<file path="config.mk">
export PLATFORM = sky130hd
export DESIGN_NAME = cache_line_adapter
export DESIGN_NICKNAME = d
export VERILOG_FILES = /design/src/rtl/cache_pkg.sv /design/src/rtl/line_beat_counter.sv /design/src/rtl/cache_line_adapter.sv
export SDC_FILE = /design/constraint.sdc
export NUM_CORES = 1
export LEC_CHECK = 0
export CAP_MARGIN = 20
export CORE_AREA = 3 3 253 255
export CTS_BUF_LIST = sky130_fd_sc_hd__clkbuf_16
export DETAILED_ROUTE_END_ITERATION = 7
export DIE_AREA = 0 0 256 258
export PLACE_DENSITY = 0.63
export SLEW_MARGIN = 20
export SYNTH_ARGS = -nofsm -noshare
export SYNTH_HDL_FRONTEND = slang
export SYNTH_SLANG_ARGS = --single-unit
export TNS_END_PERCENT = 30
</file>
<file path="constraint.sdc">
create_clock -name clk -period 22.8 [get_ports clk]
set_input_delay 5.7 -clock clk [delete_from_list [all_inputs] [get_ports clk]]
set_output_delay 5.7 -clock clk [all_outputs]
set_load 0.02 [all_outputs]
</file>
<file path="src/rtl/cache_pkg.sv">
// Shared cache types and defaults: the line-adapter state type and line geometry,
// plus a helper for line-aligning a byte address.
package cache_pkg;

  localparam int S_OFFSET_DEFAULT = 5;
  localparam int WORDS_PER_LINE   = 2 ** (S_OFFSET_DEFAULT - 2);

  typedef enum logic [1:0] {
    IDLE,
    FILL,
    WB,
    DONE
  } adapter_state_t;

  // Clears the byte-offset bits, giving the address of the line's first byte.
  function automatic logic [31:0] line_base(input logic [31:0] addr, input int s_off);
    return addr & ~((32'd1 << s_off) - 32'd1);
  endfunction

endpackage

</file>
<file path="src/rtl/line_beat_counter.sv">
// Word-index counter for a line burst: loads a start index, advances on enable,
// wraps modulo 2**width and flags the last index.
module line_beat_counter #(
  parameter int width = 3
) (
  input  logic             clk,
  input  logic             rst,
  input  logic             load,
  input  logic [width-1:0] start,
  input  logic             en,
  output logic [width-1:0] idx,
  output logic             last
);

  // NOTE: state is written with non-blocking (<=) so every flop samples pre-edge values.
  always_ff @(posedge clk or posedge rst) begin
    if (rst) begin
      idx <= '0;
    end else if (load) begin
      idx <= start;
    end else if (en) begin
      idx <= idx + 1'b1;
    end
  end

  assign last = (idx == '1);

endmodule

</file>
<file path="src/rtl/cache_line_adapter.sv">
// Splits a cache-line fill/writeback into sequential 32-bit memory beats.
// Optional: CACHE_CRITICAL_WORD_FIRST_EN starts fills at the addressed word and wraps.
module cache_line_adapter
  import cache_pkg::*;
#(
  parameter  int s_offset = S_OFFSET_DEFAULT,
  localparam int s_line   = 8 * (2 ** s_offset),
  localparam int n_words  = 2 ** (s_offset - 2)
) (
  input  logic              clk,
  input  logic              rst,
  input  logic              line_read,
  input  logic              line_write,
  input  logic [31:0]       line_addr,
  input  logic [s_line-1:0] line_wdata,
  output logic [s_line-1:0] line_rdata,
  output logic              line_resp,
  output logic              mem_read,
  output logic              mem_write,
  output logic [31:0]       mem_addr,
  output logic [31:0]       mem_wdata,
  input  logic [31:0]       mem_rdata,
  input  logic              mem_resp
);

  localparam int bw = $clog2(n_words);

  adapter_state_t    state, next_state;
  logic [31:0]       base;
  logic [s_line-1:0] wline;
  logic [bw-1:0]     beat;
  logic [bw-1:0]     start_idx;
  logic              load;
  logic              advance;
  logic              done_beat;
  logic              capture;

  assign load    = (state == IDLE);
  assign advance = mem_resp && ((state == FILL) || (state == WB));
  assign capture = (state == IDLE) && (next_state != IDLE);

`ifdef CACHE_CRITICAL_WORD_FIRST_EN
  logic [bw-1:0] xfer;
  logic          beat_wrap;

  // Writes win arbitration, so only a pure read begins at the addressed word.
  assign start_idx = line_write ? '0 : line_addr[s_offset-1:2];

  line_beat_counter #(.width(bw)) u_beat (
    .clk   (clk),
    .rst   (rst),
    .load  (load),
    .start (start_idx),
    .en    (advance),
    .idx   (beat),
    .last  (beat_wrap)
  );

  line_beat_counter #(.width(bw)) u_xfer (
    .clk   (clk),
    .rst   (rst),
    .load  (load),
    .start ('0),
    .en    (advance),
    .idx   (xfer),
    .last  (done_beat)
  );
`else
  assign start_idx = '0;

  line_beat_counter #(.width(bw)) u_beat (
    .clk   (clk),
    .rst   (rst),
    .load  (load),
    .start (start_idx),
    .en    (advance),
    .idx   (beat),
    .last  (done_beat)
  );
`endif

  always_ff @(posedge clk or posedge rst) begin
    if (rst) begin
      state <= IDLE;
    end else begin
      state <= next_state;
    end
  end

  // NOTE: every always_comb output gets a default first, so no path can infer a latch.
  always_comb begin
    next_state = state;
    unique case (state)
      IDLE: begin
        if (line_write) begin
          next_state = WB;
        end else if (line_read) begin
          next_state = FILL;
        end
      end
      FILL, WB: begin
        if (mem_resp && done_beat) begin
          next_state = DONE;
        end
      end
      DONE:    next_state = IDLE;
      default: next_state = IDLE;
    endcase
  end

  always_comb begin
    mem_read  = 1'b0;
    mem_write = 1'b0;
    mem_addr  = '0;
    mem_wdata = '0;
    line_resp = 1'b0;
    unique case (state)
      FILL, WB: begin
        mem_read  = (state == FILL);
        mem_write = (state == WB);
        mem_addr  = base + 32'({beat, 2'b00});
        mem_wdata = wline[32*beat +: 32];
      end
      DONE:    line_resp = 1'b1;
      default: ;
    endcase
  end

  // NOTE: the wide line registers are reset on purpose: an aborted fill must not leak partial data.
  always_ff @(posedge clk or posedge rst) begin
    if (rst) begin
      base  <= '0;
      wline <= '0;
    end else if (capture) begin
      base  <= line_base(line_addr, s_offset);
      wline <= line_wdata;
    end
  end

  always_ff @(posedge clk or posedge rst) begin
    if (rst) begin
      line_rdata <= '0;
    end else if ((state == FILL) && mem_resp) begin
      line_rdata[32*beat +: 32] <= mem_rdata;
    end
  end

endmodule
</file>
==> flow_summary_export.csv <==
group,metric,value,unit
grt,grt_max_degree,174,
layout,multi_input_comb_area,9258,sq um
cts,cts_tree,"built",
grt,track_usage,21.19,%
hold_path,min_from,"base[27]",
layout,syn_to_final_growth,38.64,%
sta,setup_violations,0,
sta,hold_viol_final,0,
layout,drive_above_1_share,33.48,%
floorplanning,fp.dieW,256,microns
layout,fillers,5322,
floorplanning,die-area,66050,sq um
logic_synthesis,ys_types,36,
logic_synthesis,synth_ff_type,"dfrtp_1",
sta,setup_tns,0,ns
cts,cts.path.max_buffers,3,
detailed_routing,detail_route.vias_per_cell,4.956,
logic_synthesis,synthCells,1555,
grt,overflow,0,
cts,hold_buffers,0,
critical_path,r2r_cells,8,
logic_synthesis,netlist_area,23340,sq um
floorplanning,die_h,258,microns
layout,finish.utilization,52.34,%
pwr,ir_worst_vdd,0.00006575,V
critical_path,crit_type,"flop to output pin",
grt,grt_pass1_vias,16813,
hold_path,hp-class,"flop to flop",
detailed_routing,drc,0,
critical_path,path_max_fanout,34,
logic_synthesis,synth_top_area_share,58.32,%
logic_synthesis,async_flop_share,100.0,%
logic_synthesis,yosys_warnings,0,
sta,setup_ws,13.08,ns
sta,rsz0062_at_grt,"false",
critical_path,critPathCaptureType,"output pin",
critical_path,startpoint_type,"flop",
cts,clockRootBuffer,"clkbuf_16",
logic_synthesis,ys_ff_latch,544,
layout,nNetsFinal,2508,
hold_path,hold_path_end,"base[27]",
sta,fin_crit,9.723,ns
sta,worstMarginPinSlew,1.118,ns
layout,area.sequential,13620,sq um
sta,slew_headroom,25.47,%
status,status,"finished clean",
logic_synthesis,yosysTopAreaCell,"dfrtp_1",
sta,fin_skew,0.02513,ns
floorplanning,start_util,37.75,%
detailed_routing,dr.pass1.iters,4,
detailed_routing,wl_per_cell,23.01,microns
sta,slew_violations,0,
sta,layout_worst_path_cycle_share,42.65,%
logic_synthesis,syn_area_per_cell,15.01,sq um
pwr,power_leakage,0.01389,uW
sta,fmax,102.8,MHz
cts,clk_pin_slew,0.06,ns
cts,clkSinkCount,544,
critical_path,reg2reg_from,"state[0]",
place,gp_congestion,0.8545,
job,cap_violations,0,
place,dpl_cell_area,30560,sq um
cts,h-tree-depth,2,
detailed_routing,routed_wl,70750,microns
critical_path,required,17.10,ns
floorplanning,io_pins,648,
grt,antenna_found_initial,28,
place,post-dp-hpwl,50230,microns
detailed_routing,vias,15239,
detailed_routing,ant_nets,0,
logic_synthesis,synth.most_common_cell,"mux2_2",
layout,stdcell_area,32360,sq um
sta,whs,0.4959,ns
critical_path,r2r-end,"wline[170]",
logic_synthesis,synth_area_leaders,"dfrtp_1 58%, mux2_2 27%, mux4_2 3.1%",
place,dp_slack,12.14,ns
critical_path,worstPathArrival,4.02,ns
cts,cts_made_buffers,58,
critical_path,crit_start,"u_beat.idx[0]",
hold_path,holdPathStages,1,
floorplanning,core,61830,sq um
grt,grt_pass1_wl,106800,microns
detailed_routing,drt_iter0_markers,722,
cts,clock_latency,0.62,ns
critical_path,rrSetupSlack,18.34,ns
logic_synthesis,synthTopCellsByCount,"563 x mux2_2, 544 x dfrtp_1, 94 x and2_1",
logic_synthesis,synth_edf_count,0,
floorplanning,rows,91,
place,io_buffers,640,
pwr,powerDensity,116.5,nW/um^2
cts,cts.repair.resized,0,
logic_synthesis,ys_seq_area_share,58.32,%
cts,postCtsSetupRepairBufs,0,
[layout by cell type (no fill, tap or decap), types with 2 or more instances in the layout]
cell	Yosys	layout
o41ai_1	8	8
inv_1	7	22
nand3_1	2	2
o21ai_0	43	43
nand2_1	17	17
and3_1	3	3
buf_12	0	2
nor4_4	0	2
diode_2	0	22
nand2b_1	3	3
a21oi_1	2	2
clkinv_1	0	12
clkinv_2	0	11
clkbuf_16	0	59
buf_4	7	19
clkinv_4	0	2
ha_1	10	9
clkdlybuf4s50_1	0	640
conb_1	1	2
dfrtp_4	0	2
mux2_2	563	563
o22ai_1	32	32
nor3b_1	3	3
mux2_4	30	30
nor2_1	38	35
nor2_4	0	2
clkinv_8	0	2
dfrtp_1	544	541
and2_1	94	94
mux4_2	32	32
or4_2	0	2
mux2_1	2	2
[critical path, cell delays in order (launching register included)]
cell and delay, ns:
dfrtp_4 0.89, buf_4 0.62, nand2b_1 0.30, buf_4 0.41, o21ai_0 0.16, nor2_1 0.33, clkdlybuf4s50_1 0.68
[worst max-delay path by stage]
stage	endpoint	slack, ns	cells after the start
finish	mem_wdata[9]	13.08	6
global placement	wline[23]	12.21	7
detailed placement	wline[213]	12.14	7
floorplan	base[10]	1.89	1
CTS	wline[42]	12.81	7
global route	mem_wdata[9]	12.75	6
[per-layer routing]
layer,vias to the layer above,wire (microns),track usage (%)
li1,6821,-,-
met1,7774,26410,23.63
met2,482,35950,37.38
met3,138,5900,7.767
met4,24,2332,7.380
met5,-,160,0
[registers in the layout, summed over array words and instances, names as in the netlist]
register and count:
line_rdata 256, wline 256, base 27, u_beat.idx 3, state 2
[where the power goes]
part           total, uW  leakage [uW]  switching, uW  internal, uW
registers           1430       0.00688            164          1270
clock network        862      0.000910            386           476
logic               1480       0.00610            682           794
[through the flow]
| step | std cells | power (uW) |
|---|---|---|
| detailed placement | 2949 | 2937 |
| floorplan | 1556 | 2392 |
| global placement | 2948 | 2892 |
| finish | 3075 | 3769 |
| global route | 3063 | 3987 |
| CTS | 3052 | 3814 |
[cells by family after synthesis]
logic type	Yosys count	synth area share [%]
compound gates	89	2.305
xor+xnor	1	0.03753
fa+ha+maj	10	0.5360
buf+inv	113	2.343
flops	544	58.32
mux	627	32.28
other cells	1	0.01607
simple gates	170	4.165
[layout make-up]
class	count	share of cell area, %
multi-input cells	899	28.61
inverters	7	0.1044
well taps	837	3.236
repair buffers	663	20.48
clock buffers	59	4.563
clock inverters	44	0.7424
diodes	22	0.1701
flip-flops and latches	544	42.09
Power figures use the tool's default switching activity.
